==> src/rtl/shader_dispatch.sv <==
// shader_dispatch: initiator side of the shader_unit start/done handshake.
// For each triangle of a batch it reads nine fp32 vertex words from vertex
// memory, presents them on sh_p1/sh_p2/sh_p3, starts the shader, waits for
// completion and writes the returned colour to the colour buffer.
// Optional feature: define DISPATCH_TIMEOUT_EN to abort a WAIT that lasts
// TIMEOUT cycles (shader is reset, colour forced to all ones, flag set).
module shader_dispatch #(
    parameter int ADDR_W  = 10,
    parameter int TRI_W   = 8,
    parameter int COLOR_W = 4,
    parameter int TIMEOUT = 1024
) (
    input  logic                    clk,
    input  logic                    areset_n,
    input  logic                    go,
    input  logic [ADDR_W-1:0]       base_addr,
    input  logic [TRI_W-1:0]        tri_count,
    output logic                    busy,
    output logic                    finished,
    output logic                    timeout_flag,
    output logic                    vmem_re,
    output logic [ADDR_W-1:0]       vmem_addr,
    input  logic [31:0]             vmem_rdata,
    output logic [2:0][31:0]        sh_p1,
    output logic [2:0][31:0]        sh_p2,
    output logic [2:0][31:0]        sh_p3,
    output logic                    sh_start,
    output logic                    sh_sreset,
    input  logic [COLOR_W-1:0]      sh_color,
    input  logic                    sh_done,
    output logic                    col_we,
    output logic [TRI_W-1:0]        col_addr,
    output logic [COLOR_W-1:0]      col_data
);

    localparam int TMR_W = $clog2(TIMEOUT) + 1;
    localparam logic [TMR_W-1:0] TMR_LAST = TMR_W'(TIMEOUT - 1);
`ifdef DISPATCH_TIMEOUT_EN
    localparam bit TMO_EN = 1'b1;
`else
    localparam bit TMO_EN = 1'b0;
`endif

    typedef enum logic [2:0] {
        S_IDLE  = 3'd0,
        S_EMPTY = 3'd1,
        S_FETCH = 3'd2,
        S_ISSUE = 3'd3,
        S_WAIT  = 3'd4,
        S_WRITE = 3'd5
    } state_t;

    state_t             state_r;
    logic [TRI_W-1:0]   tri_idx_r;
    logic [TRI_W-1:0]   tri_cnt_r;
    logic [ADDR_W-1:0]  ptr_r;        // next vertex word address (running pointer)
    logic [3:0]         fetch_cnt_r;  // FETCH cycle number 0..9
    logic [TMR_W-1:0]   wait_cnt_r;   // cycles spent in WAIT

    logic [TRI_W-1:0]   next_idx_s;
    logic               last_tri_s;
    logic               tmo_hit_s;

    assign next_idx_s = tri_idx_r + TRI_W'(1);
    assign last_tri_s = (next_idx_s == tri_cnt_r);
    assign tmo_hit_s  = TMO_EN && (wait_cnt_r == TMR_LAST);

    // Batch sequencer: state, counters and every registered output.
    always_ff @(posedge clk or negedge areset_n) begin
        if (!areset_n) begin
            state_r      <= S_IDLE;
            tri_idx_r    <= '0;
            tri_cnt_r    <= '0;
            ptr_r        <= '0;
            fetch_cnt_r  <= 4'd0;
            wait_cnt_r   <= '0;
            busy         <= 1'b0;
            finished     <= 1'b0;
            timeout_flag <= 1'b0;
            vmem_re      <= 1'b0;
            vmem_addr    <= '0;
            sh_p1        <= '0;
            sh_p2        <= '0;
            sh_p3        <= '0;
            sh_start     <= 1'b0;
            sh_sreset    <= 1'b0;
            col_we       <= 1'b0;
            col_addr     <= '0;
            col_data     <= '0;
        end else begin
            // pulse outputs default low; states raise them for one cycle
            sh_start  <= 1'b0;
            sh_sreset <= 1'b0;
            finished  <= 1'b0;
            col_we    <= 1'b0;
            case (state_r)
                S_IDLE: begin
                    if (go) begin
                        tri_cnt_r    <= tri_count;
                        tri_idx_r    <= '0;
                        timeout_flag <= 1'b0;
                        busy         <= 1'b1;
                        sh_sreset    <= 1'b1;
                        if (tri_count == '0) begin
                            state_r <= S_EMPTY;
                        end else begin
                            state_r     <= S_FETCH;
                            vmem_re     <= 1'b1;
                            vmem_addr   <= base_addr;
                            ptr_r       <= base_addr + ADDR_W'(1);
                            fetch_cnt_r <= 4'd0;
                        end
                    end
                end
                S_EMPTY: begin
                    finished <= 1'b1;
                    busy     <= 1'b0;
                    state_r  <= S_IDLE;
                end
                S_FETCH: begin
                    // word k arrives one cycle after its read, i.e. on FETCH cycle k+1
                    case (fetch_cnt_r)
                        4'd1:    sh_p1[0] <= vmem_rdata;
                        4'd2:    sh_p1[1] <= vmem_rdata;
                        4'd3:    sh_p1[2] <= vmem_rdata;
                        4'd4:    sh_p2[0] <= vmem_rdata;
                        4'd5:    sh_p2[1] <= vmem_rdata;
                        4'd6:    sh_p2[2] <= vmem_rdata;
                        4'd7:    sh_p3[0] <= vmem_rdata;
                        4'd8:    sh_p3[1] <= vmem_rdata;
                        4'd9:    sh_p3[2] <= vmem_rdata;
                        default: ;
                    endcase
                    fetch_cnt_r <= fetch_cnt_r + 4'd1;
                    if (fetch_cnt_r < 4'd8) begin
                        vmem_re   <= 1'b1;
                        vmem_addr <= ptr_r;
                        ptr_r     <= ptr_r + ADDR_W'(1);
                    end else begin
                        vmem_re   <= 1'b0;
                        vmem_addr <= '0;
                    end
                    if (fetch_cnt_r == 4'd9) begin
                        state_r  <= S_ISSUE;
                        sh_start <= 1'b1;
                    end
                end
                S_ISSUE: begin
                    // sh_done is stale here (still reflects the previous job)
                    state_r    <= S_WAIT;
                    wait_cnt_r <= '0;
                end
                S_WAIT: begin
                    if (sh_done) begin
                        col_data <= sh_color;
                        col_we   <= 1'b1;
                        col_addr <= tri_idx_r;
                        state_r  <= S_WRITE;
                    end else if (tmo_hit_s) begin
                        col_data     <= {COLOR_W{1'b1}};
                        col_we       <= 1'b1;
                        col_addr     <= tri_idx_r;
                        sh_sreset    <= 1'b1;
                        timeout_flag <= 1'b1;
                        state_r      <= S_WRITE;
                    end else begin
                        wait_cnt_r <= wait_cnt_r + TMR_W'(1);
                    end
                end
                S_WRITE: begin
                    tri_idx_r <= next_idx_s;
                    if (last_tri_s) begin
                        finished <= 1'b1;
                        busy     <= 1'b0;
                        state_r  <= S_IDLE;
                    end else begin
                        state_r     <= S_FETCH;
                        vmem_re     <= 1'b1;
                        vmem_addr   <= ptr_r;
                        ptr_r       <= ptr_r + ADDR_W'(1);
                        fetch_cnt_r <= 4'd0;
                    end
                end
                default: begin
                    state_r <= S_IDLE;
                    busy    <= 1'b0;
                    vmem_re <= 1'b0;
                end
            endcase
        end
    end

endmodule

==> config.mk <==
export PLATFORM = sky130hd
export DESIGN_NAME = shader_dispatch
export DESIGN_NICKNAME = d
export VERILOG_FILES = /design/src/rtl/shader_dispatch.sv
export SDC_FILE = /design/constraint.sdc
export NUM_CORES = 1
export LEC_CHECK = 0
export BUFFER_PORTS_ARGS = -buffer_cell sky130_fd_sc_hd__buf_2
export CORE_MARGIN = 2
export CORE_UTILIZATION = 59
export CTS_BUF_LIST = sky130_fd_sc_hd__clkbuf_8
export CTS_CLUSTER_SIZE = 25
export DETAILED_ROUTE_END_ITERATION = 8
export GPL_ROUTABILITY_DRIVEN = 0
export GPL_TIMING_DRIVEN = 0
export PLACE_DENSITY_LB_ADDON = 0.12
export SYNTH_ARGS = -nofsm -noshare
export SYNTH_HDL_FRONTEND = slang
export SYNTH_SLANG_ARGS = --single-unit
==> constraint.sdc <==
create_clock -name clk -period 5.6 [get_ports clk]
set_clock_uncertainty 0.05 [all_clocks]
set_input_delay 0.84 -clock clk [delete_from_list [all_inputs] [get_ports clk]]
set_output_delay 0.84 -clock clk [all_outputs]
set_load 0.005 [all_outputs]
* Word-level counts from Yosys, hierarchy flattened
Index checks and enable logic that the tools add are counted.
W data, S select, Z words.
** Storage, ports and cells
- Flip-flop bits (word level) :: 349
- Bits of input ports :: 58
- Output and inout port bits :: 317
- Logic and storage cells :: 113
** Cells by class
- Add/sub/neg operators :: 4
- $lt $le $gt $ge :: 1
- Eq/ne operators :: 22
- Muxes and demuxes :: 38
- Bitwise operators :: 2
- Reductions and logical operators :: 23
** Operators by type and width (count)
- $mux W10 :: 8
- $pmux W10 S3 :: 2
- $reduce_and A2 Y1 :: 12
- $add A10 B1 Y10 const B :: 2
- $eq A4 B3 Y1 const B :: 4
- $pmux W8 S2 :: 1
- $pmux W3 S5 :: 1
- $ne A2 B2 Y1 const B :: 7
- $mux W1 :: 13
- $mux W4 :: 3
- $pmux W4 S3 :: 1
- $mux W3 :: 3
- $add A8 B1 Y8 const B :: 1
- $eq A4 B2 Y1 const B :: 2
- $eq A4 B4 Y1 const B :: 2
- $eq A8 B8 Y1 :: 1
- $logic_not A8 Y1 :: 1
- $mux W8 :: 1
- $reduce_and A4 Y1 :: 2
- $eq A3 B2 Y1 const B :: 2
- $eq A3 B3 Y1 const B :: 2
- $reduce_and A3 Y1 :: 2
- $reduce_or A3 Y1 :: 2
- $reduce_and A5 Y1 :: 1
- 12 further kinds :: 14

* Depth between registers and ports, before layout
Gate-level depths: netlist of run 1.
- Word-level depth :: 4
- Mapped depth :: 13
- Mapped depth without buffers :: 11

* Worst setup path before layout of run 1
OpenSTA, ideal clock, no wires.
- Kind :: input port to flip-flop
- Start :: input port base_addr[0]
- End :: register ptr_r[8]
- Setup time :: 0.123 ns
- Data arrival time :: 2.305 ns
- Required time :: 5.427 ns
- Path slack :: 3.122 ns
- Stages :: 9
- Buffers on the path :: 0
- Path through :: o311ai_1 inv_1 ha_1 and3_1 o31ai_1 nor4_1 xor2_1 mux2i_1 o21ai_1
** Between the ends
- Longest elaborated chain between the ends :: 4
** Ends and longest elaborated chain
- from (decl) :: RTL line 16 : input logic [ADDR_W-1:0] base_addr,
- $add A10 B1 Y10 :: RTL line 110 : ptr_r <= base_addr + ADDR_W'(1);
- $mux W10 :: RTL line 104 : if (tri_count == '0) begin
- $mux W10 :: RTL line 98 : if (go) begin
- $pmux W10 S3 :: RTL line 96 : case (state_r)
- to (signal assigned) :: RTL line 110
- to (signal assigned) :: RTL line 138 : ptr_r <= ptr_r + ADDR_W'(1);
- to (signal assigned) :: RTL line 180 : ptr_r <= ptr_r + ADDR_W'(1);
- to (decl) :: RTL line 56 : logic [ADDR_W-1:0] ptr_r;
No other way between the ends. The select of a mux whose other input is x is not followed.
A chain may end at the register's enable or synchronous reset.

* Worst setup path in the final report of run 1
- Start :: register state_r[1]
- End :: register sh_p3[74] in the netlist's numbering
** Between the ends
- Longest elaborated chain between the ends :: 2
** Ends and longest elaborated chain
- from (decl) :: RTL line 53 : state_t state_r;
- from (signal assigned) :: RTL line 71 : state_r <= S_IDLE;
- from (signal assigned) :: RTL line 105 : state_r <= S_EMPTY;
- from (signal assigned) :: RTL line 107 : state_r <= S_FETCH;
- $eq A3 B2 Y1 :: RTL line 96
- $reduce_and A2 Y1 (no source line)
- to (decl) :: RTL line 26 : output logic [2:0][31:0] sh_p3,
No other way between the ends.

==> results of run 1 <==
==> layout make-up <==
class / instances / area, sq um
inverter: 10 / 37.5
fill: 1581 / 5850
sequential: 349 / 8730
buffer: 55 / 258
clock buffer: 64 / 881
multi-input combinational: 583 / 5270
tap: 319 / 399
timing repair buffer: 375 / 1950
clock inverter: 32 / 226
==> stage by stage <==
stage               worst slack, ps  cell area [sq um]  hold WS [ps]  power, W  util, %
global route                   2570              17800           157    0.0117     75.2
global placement              -2990              16600           410   0.00867     70.1
detailed placement             2680              16700           422   0.00888     70.5
CTS                            2710              17800           124    0.0110     75.2
finish                         2690              17800           149    0.0110     75.2
floorplan                      3120              14300           424   0.00680        -
==> state kept, by name (all words and copies together) (netlist names), 3 cells and up <==
register / flops
col_addr: 8
col_data: 4
fetch_cnt_r: 4
ptr_r: 10
sh_p1: 96
sh_p2: 96
sh_p3: 96
state_r: 3
tri_cnt_r: 8
tri_idx_r: 8
vmem_addr: 10
==> worst max-delay path, cell delays in order, from the launching register on <==
cell     delay [ps]
dfrtp_1         330
buf_2           220
buf_2           260
buf_2           240
nand2_1         160
nor2_1          610
buf_2           510
mux2_2          380
==> synthesized netlist by cell type (3+ instances only) <==
library cell	n	area, sq um
a21oi_1	14	70.1
a22o_1	7	61.3
a31oi_1	7	43.8
and2_1	4	25.0
and3_1	6	37.5
buf_1	21	78.8
buf_2	20	100
buf_4	3	22.5
clkbuf_1	9	33.8
dfrtp_1	349	8730
ha_1	6	75.1
inv_1	10	37.5
mux2_2	310	3490
mux2_4	5	75.1
mux2i_1	5	50.1
nand2_1	48	180
nand3_1	7	35.0
nand3b_1	3	22.5
nand4_1	3	18.8
nor2_1	28	105
nor2b_1	13	81.3
nor3_1	10	50.1
nor3b_1	9	67.6
nor4_1	4	25.0
o21ai_0	23	115
o21ai_1	8	40.0
o311ai_1	3	26.3
o311ai_2	3	48.8
o31ai_1	6	45.0
xnor2_1	5	43.8
xor2_1	8	70.1
==> worst paths after layout <==
path	from	endpoint	slack, ps	cells after the start
max reg2reg	state_r[1]	sh_p3[74]	2690	7
max in group asynchronous	areset_n	sh_p1[39]	3600	4
min	areset_n	sh_p2[76]	150	1
min in group clk	vmem_addr[0]	vmem_addr[0]	430	1
max	state_r[1]	sh_p3[74]	2690	7
min reg2reg	vmem_addr[0]	vmem_addr[0]	430	1
==> kinds of logic after synthesis <==
logic type	after synthesis	synth area share [%]
flip-flops	349	61.1
other	1	0.0262
AO/OA/AOI/OAI	88	4.38
XOR/XNOR	14	0.910
multiplexers	322	25.4
adder cells (fa/ha/maj)	6	0.525
AND/OR/NAND/NOR	152	5.58
buffers and inverters	65	2.06
==> layout by cell type, fill, tap and decap left out, drive strengths merged, types with 3 or more instances in the layout <==
cell,netlist,routed
nand4,3,3
nor2b,13,13
buf,46,421
a21oi,15,15
dfrtp,349,349
and3,6,6
xor2,9,9
o311ai,7,7
clkbuf,9,73
and2,5,5
a22o,7,7
a31oi,7,7
o21ai,31,31
nand3b,3,3
nand2,48,48
nor4,5,5
xnor2,5,5
nand3,9,9
ha,6,6
bufinv,0,3
inv,10,32
nor2,31,31
mux2,317,317
nor3b,10,10
clkinv,0,6
mux2i,5,5
o31ai,6,6
nor3,11,11
==> power groups by stage <==
stage	logic, W	registers [W]	clock network [W]
after detailed placement	0.00440	0.00448	0
after floorplan	0.00227	0.00453	0
final	0.00438	0.00445	0.00215
after CTS	0.00442	0.00444	0.00219
after global routing	0.00474	0.00461	0.00231
after global placement	0.00427	0.00440	0
==> layer usage <==
metal	up-vias	routed length, um
met3	80	2940
li1	4422	-
met4	0	1430
met5	-	0
met2	400	17900
met1	4914	14800
==> results by group, run 1 <==
Status
  • Status: completed

Floorplan
  • Core Rows: 56
  • Die area: 25500 sq um
  • Die W: 160 um
  • Core ar.: 23600 sq um
  • Ports: 375
  • Die H: 160 um
  • Initial Util: 60.6%

GRT
  • M3 GR Usage: 7.79%
  • GR Util met1: 38.1%
  • Busiest grt layer: met2
  • Largest net degree at the start of global routing: 120
  • Number of global-route vias before repair: 10300
  • Initial antenna violation count: 0
  • Global-route wire length before repair: 59000 um
  • M2 GR Usage: 48.2%
  • Tot GR Track Use: 29.6%
  • Gr ovfl total: 0

Synthesis
  • Asr flop ratio synth: 100%
  • Main synth FF type: dfrtp_1
  • Synthesized area: 14300 sq um
  • Avg Inst Size Synth: 14.3 sq um
  • Total of warnings raised by yosys: 0
  • Sequential area share after synthesis: 61.1%
  • Flop and latch count out of synthesis: 349
  • Synth cell types: 64
  • Gate count of the mapped netlist: 997
  • Number of enable flip-flop cells after synthesis: 0
  • Syn Nets: 1061

STA
  • Fin. max-slew vios: 0
  • Final Hold Vio Count: 0
  • Minimum clock period: 2910 ps
  • Final setup fails: 0
  • Final period util: 51.9%
  • Setup_tns: 0 ps
  • Worst slew pin tran: 911 ps
  • Slew headroom: 39.3%
  • RSZ-0062 raised after global routing: false
  • Max Fclk: 344 MHz

Power and ir drop
  • P_int: 0.00730 W
  • Combinational share of power: 39.9%
  • Peak VDD IR: 0.339 mV
  • Clk pwr share: 19.6%
  • Switching Fraction: 33.5%
  • Reg power frac: 40.5%
  • Power per cell area: 618 nW/um^2
  • Leak: 8.39 nW
  • Switching power total: 0.00368 W

Route
  • Final ANT Viol Nets: 0
  • Via Count: 9816
  • DR iter-0 viols: 641
  • Number of iterations in the first detailed-routing pass: 4
  • Routed len/inst: 20.8 um
  • DRC viols: 0
  • Vias per cell: 5.49
  • DRT Wirelength: 37100 um

Finish
  • Fin cells: 1787
  • Nets: 1493
  • Layout cells sized above 1: 54.9%
  • Layout area overhead: 24.2%
  • Final antenna diode count: 0

Placement
  • Port buffer count: 372
  • HPWL after detailed placement: 26100 um
  • Dpl cells: 1691

Clock network
  • Post-CTS setup buffer count: 0
  • Cts repair resizes: 0
  • CTS Hold Bufs: 0
  • CTS tree: built
  • CTS Buffer Depth: 3
  • Insertion delay to the later sink of the worst-skew pair: 580 ps
  • H-tree depth: 2
  • Cts bufs inserted: 55
  • Reg clk slew, reported paths: 60 ps
  • Root buf cell: clkbuf_8
  • Clk sink count: 349

Worst setup path
  • Critical path class: reg2reg
  • CP Data Arrival Time: 3310 ps
  • Worst Setup End Kind: flop
  • Startpoint Class: flop
  • Worst Path Max Fanout: 10
  • Crit path required time: 6000 ps

Hold path
  • Hold Crit Class: in2async

Flow run
  • Max cap viols: 0
Note: power is estimated with default switching activity, not from simulation.
==> inputs of run 2 (changes only) <==
- CORE_UTILIZATION: 59 -> 55
- clock period: 5.6 -> 3 ns (I/O delays scaled with it)
==> run 2 against run 1 <==
Die area grew 7.1%. Final area rose by 0.19%. Fmax is 5.0% higher. Final cell count grew 1.1%. Utilization decreased by 6.1 points. Count of clock-buffer cells in the layout rose by 5. Non-clock buffer count increased by 1. Wire length decreased by 0.62%. Critical path type unchanged. Largest power group unchanged.
==> results by group, run 2 (synthesis gave the netlist of run 1 again) <==
Floorplan
  • Die H: 165 um
  • Core Rows: 59
  • Core ar.: 25800 sq um
  • Initial Util: 55.5%
  • Die area: 27300 sq um
  • Die W: 165 um
  • Ports: 375

Clock network
  • H-tree depth: 2
  • Root buf cell: clkbuf_8
  • Reg clk slew, reported paths: 60 ps
  • Post-CTS setup buffer count: 0
  • Cts bufs inserted: 54
  • CTS tree: built
  • Clk sink count: 349
  • Insertion delay to the later sink of the worst-skew pair: 570 ps
  • CTS Buffer Depth: 3

Route
  • DRC viols: 0
  • Routed len/inst: 20.4 um
  • DR iter-0 viols: 625
  • Final ANT Viol Nets: 0
  • Number of iterations in the first detailed-routing pass: 5
  • DRT Wirelength: 36900 um
  • Via Count: 9803
  • Vias per cell: 5.43

STA
  • Max Fclk: 361 MHz
  • Minimum clock period: 2770 ps
  • Final Hold Vio Count: 0
  • RSZ-0062 raised after global routing: false
  • Final setup fails: 0
  • Fin. max-slew vios: 0
  • Slew headroom: 41.3%
  • Final period util: 92.2%
  • Hold Slack: 75.7 ps
  • Worst slew pin tran: 881 ps

Finish
  • Layout cells sized above 1: 55.1%
  • Layout area overhead: 24.4%
  • Nets: 1493
  • Commonest cells after routing, fill and taps aside: 391 x buf_2, 349 x dfrtp_1, 310 x mux2_2
  • Final instance area: 17800 sq um
  • Commonest non-fill, non-tap cell in the layout: buf_2
  • Fin cells: 1806
  • Largest regs: sh_p1 (96), sh_p2 (96), sh_p3 (96)

Power and ir drop
  • Power per cell area: 1150 nW/um^2
  • Clk pwr share: 19.5%
  • Switching Fraction: 33.4%
  • Leak: 8.40 nW
  • P_int: 0.0136 W
  • Reg power frac: 40.6%
  • Switching power total: 0.00681 W
  • Peak VDD IR: 0.727 mV
  • Combinational share of power: 40.0%

Hold path
  • Hold Path Origin: sh_color[2]
  • Hold Path End: col_data[2]
  • Hold Path Stages: 2
  • Hold Crit Class: in2reg

GRT
  • Gr ovfl total: 0
  • Number of global-route vias before repair: 9731
  • Initial antenna violation count: 1
  • Global-route wire length before repair: 55100 um
  • Tot GR Track Use: 26.5%
  • Largest net degree at the start of global routing: 107

Worst setup path
  • Startpoint Class: flop
  • Critical path class: reg2reg
  • Worst Setup End Kind: flop
  • Reg2reg start: state_r[0]
  • R2r setup slk: 230 ps
  • Critical path launch point: state_r[0]
  • CP Data Arrival Time: 3180 ps
  • Crit path required time: 3410 ps
  • Reg2reg end: ptr_r[8]
  • Worst Path Max Fanout: 8
  • R2R cell count: 11

Placement
  • Port buffer count: 372
  • DP Area: 16700 sq um
  • HPWL after detailed placement: 25700 um
  • Dpl cells: 1707

Flow run
  • Max cap viols: 0

Status
  • Status: completed
## run 2: changes by cell type in the layout (fill, tap and decap cells not counted), sizes merged
cell / before / now
diode: 0 / 1
clkinv: 6 / 7
dlygate4sd3: 0 / 1
bufinv: 3 / 1
clkbuf: 73 / 78
inv: 32 / 29
## run 2: area by class of cell
type	count	area (sq um)
antenna	1	2.50
buffer	55	258
clock buffer	69	950
clock inverter	28	155
fill	1915	7970
inverter	10	37.5
multi-input combinational	583	5280
sequential	349	8730
tap	335	419
timing repair buffer	376	1960
## run 2: power groups by stage
| stage | combinational (W) | clock, W | sequential (W) |
|---|---|---|---|
| floorplan | 0.00424 | 0 | 0.00846 |
| global placement | 0.00799 | 0 | 0.00821 |
| detailed placement | 0.00818 | 0 | 0.00833 |
| CTS | 0.00822 | 0.00405 | 0.00827 |
| global route | 0.00888 | 0.00428 | 0.00856 |
| finish | 0.00815 | 0.00396 | 0.00827 |
## run 2: worst max path at each step
stage / to / slack (ps) / cells after the start
2_1_floorplan: vmem_addr[4] / 600 / 9
3_3_place_gp: tri_cnt_r[7] / -5290 / 1
3_5_place_dp: ptr_r[3] / 220 / 10
4_1_cts: ptr_r[3] / 200 / 10
5_1_grt: ptr_r[8] / 40 / 13
6_report: ptr_r[8] / 230 / 11
## run 2: stage by stage
| step | TNS (ps) | total power (W) | worst slack, ps | util [%] |
|---|---|---|---|---|
| global placement | -1832760 | 0.0162 | -5290 | 64.4 |
| global route | 0 | 0.0217 | 43.8 | 69.1 |
| finish | 0 | 0.0204 | 233 | 69.1 |
| floorplan | 0 | 0.0127 | 604 | - |
| CTS | 0 | 0.0205 | 197 | 69.0 |
| detailed placement | 0 | 0.0165 | 215 | 64.7 |
## run 2: what timing repair did
action | in CTS | in global routing
gates resized for setup | 0 | 1
endpoints found under the setup margin | 0 | 1
hold buffers | 1 | 0
endpoints found under the hold margin | 54 | 0
## run 2: per-layer routing
layer | global-route usage (%) | vias up | part of all wire (%)
met5 | 0 | - | 0
met1 | 34.0 | 4962 | 41
met3 | 7.74 | 62 | 8.1
met4 | 8.58 | 0 | 2.7
met2 | 43.7 | 354 | 48
li1 | - | 4425 | -
## run 2: critical path, stage by stage, from the launching register on
cell and delay (ps):
dfrtp_1 440, and2_0 170, buf_2 190, o311ai_1 650, inv_1 110, ha_1 310, and3_1 220, o31ai_1 60
nor4_1 90, xor2_1 170, mux2i_1 140, o21ai_1 80
==> inputs of run 3 (changes only) <==
- BUFFER_PORTS_ARGS: -buffer_cell sky130_fd_sc_hd__buf_2 -> not set
- CORE_UTILIZATION: 55 -> 64
- DONT_BUFFER_PORTS: not set -> 1
- clock period: 3 -> 3.24 ns (I/O delays scaled with it)
==> run 3 against run 2 <==
The run now ends with negative hold slack left. Flip-flop and latch count stayed put. Final cell count is 22% lower. Total power is 17% lower. Utilization is 4.5 points higher. Worst hold slack worse by 540 ps. Count of clock-buffer cells in the layout is 5 lower. Sequential share of layout area is 5.1 points higher. Sequential power is 4.6% higher. Critical path type unchanged. Fmax is 0.92% lower.
==> results by group, run 3 (synthesis gave the netlist of run 1 again) <==
Route
  • DR iter-0 viols: 532
  • Vias per cell: 6.10
  • Number of iterations in the first detailed-routing pass: 5
  • DRT Wirelength: 34800 um
  • Routed len/inst: 24.7 um
  • Via Count: 8618
  • Final ANT Viol Nets: 0
  • DRC viols: 0

Clock network
  • H-tree depth: 2
  • Clk sink count: 349
  • Cts bufs inserted: 53
  • CTS tree: built
  • Insertion delay to the later sink of the worst-skew pair: 580 ps
  • Reg clk slew, reported paths: 60 ps
  • Root buf cell: clkbuf_8
  • Cts repair resizes: 0
  • CTS Buffer Depth: 3

STA
  • Final Hold Vio Count: 349
  • Post-route setup slack: 447 ps
  • Max Fclk: 358 MHz
  • Final setup fails: 0
  • RSZ-0062 raised after global routing: false
  • Worst slew pin tran: 980 ps
  • Fin. max-slew vios: 0
  • Slew headroom: 34.7%
  • Hold Slack: -461 ps
  • Minimum clock period: 2790 ps
  • Setup_tns: 0 ps
  • Final period util: 86.2%

Floorplan
  • Die H: 153 um
  • Die W: 153 um
  • Die area: 23600 sq um
  • Core Rows: 54
  • Ports: 375
  • Core ar.: 21900 sq um
  • Initial Util: 65.3%

Power and ir drop
  • Power per cell area: 1040 nW/um^2
  • Leak: 7.01 nW
  • Peak VDD IR: 0.607 mV

Worst setup path
  • Startpoint Class: flop
  • Worst Setup End Kind: flop
  • Worst Path Max Fanout: 10
  • Critical path class: reg2reg
  • Crit path required time: 3650 ps
  • CP Data Arrival Time: 3200 ps

Finish
  • Final instance area: 16100 sq um
  • Commonest cells after routing, fill and taps aside: 349 x dfrtp_1, 310 x mux2_2, 64 x clkbuf_8
  • Nets: 1162
  • Largest regs: sh_p1 (96), sh_p2 (96), sh_p3 (96)
  • Sequential cell area: 8730 sq um
  • Layout area overhead: 12.7%
  • Final antenna diode count: 0
  • Layout cells sized above 1: 37.7%
  • Commonest non-fill, non-tap cell in the layout: dfrtp_1
  • Multi-input logic area: 5270 sq um
  • Fillers: 1439
  • Final Util: 73.6%

Hold path
  • Hold Crit Class: in2async

Placement
  • Port buffer count: 0
  • Pre-CTS setup slack: 483 ps
  • DP Area: 14700 sq um
  • HPWL after detailed placement: 23200 um

GRT
  • Largest net degree at the start of global routing: 350
  • Tot GR Track Use: 29.2%
  • Gr ovfl total: 0
  • Initial antenna violation count: 0
  • Global-route wire length before repair: 53000 um
  • Number of global-route vias before repair: 8764

Status
  • Status: complete, but fails checks
  • Failing checks: negative hold slack

Flow run
  • Max cap viols: 0
==> run 3: changes by cell type in the layout (fill, tap and decap cells not counted), sizes merged <==
cell	previous run	this run
clkbuf	78	73
diode	1	0
buf	421	46
clkinv	7	5
clkinvlp	1	2
bufinv	1	0
dlygate4sd3	1	46
==> run 3: metrics by stage <==
stage | cells | power [W]
3_3_place_gp | 1277 | 0.0132
5_1_grt | 1413 | 0.0178
6_report | 1413 | 0.0168
2_1_floorplan | 997 | 0.0118
3_5_place_dp | 1277 | 0.0134
4_1_cts | 1411 | 0.0169
==> run 3: final timing paths <==
check | endpoint | slack (ps) | cells past startpoint | startpoint
min in group clk | sh_p3[70] | 20 | 1 | vmem_rdata[6]
worst min-delay path | sh_p1[88] | -460 | 0 | areset_n
worst min register to register | sh_p2[52] | 480 | 1 | sh_p2[52]
max in group asynchronous | sh_p3[75] | 2780 | 0 | areset_n
worst max-delay path | vmem_addr[7] | 450 | 9 | tri_idx_r[0]
worst max register to register | vmem_addr[7] | 450 | 9 | tri_idx_r[0]
==> run 3: cell type report <==
class / count / area share, %
Sequential cell: 349 / 54.2
Multi-Input combinational cell: 583 / 32.7
Clock buffer: 64 / 5.47
Timing Repair Buffer: 46 / 2.86
Tap cell: 280 / 2.17
Buffer: 55 / 1.60
Clock inverter: 26 / 0.761
Inverter: 10 / 0.233
==> run 3: layer usage <==
metal	track usage [%]	vias to the layer above	part of all wire, %
met5	0	-	0
met4	9.74	0	2.9
met3	12.2	63	10
met2	47.6	370	49
met1	35.3	4417	38
li1	-	3768	-
==> run 3: report_power, final <==
| group | internal [W] | switching [W] | leakage (nW) |
|---|---|---|---|
| registers | 0.00658 | 0.00207 | 4.11 |
| logic | 0.00272 | 0.00206 | 2.31 |
| clock network | 0.00178 | 0.00163 | 0.584 |
| total | 0.0111 | 0.00576 | 7.01 |
==> run 3: repair_timing <==
action,4_1_cts,5_1_grt
setup buffers,0,0
hold endpoints to repair,643,351
hold buffers,44,2
==> run 3: critical path: stages, from the launching register on <==
cell      delay (ps)
dfrtp_1          500
ha_1             360
and3_1           270
a32o_1           270
nor2_1           210
o311ai_4         150
nor2_2           180
a211o_4          170
buf_6            190
mux2_4           310
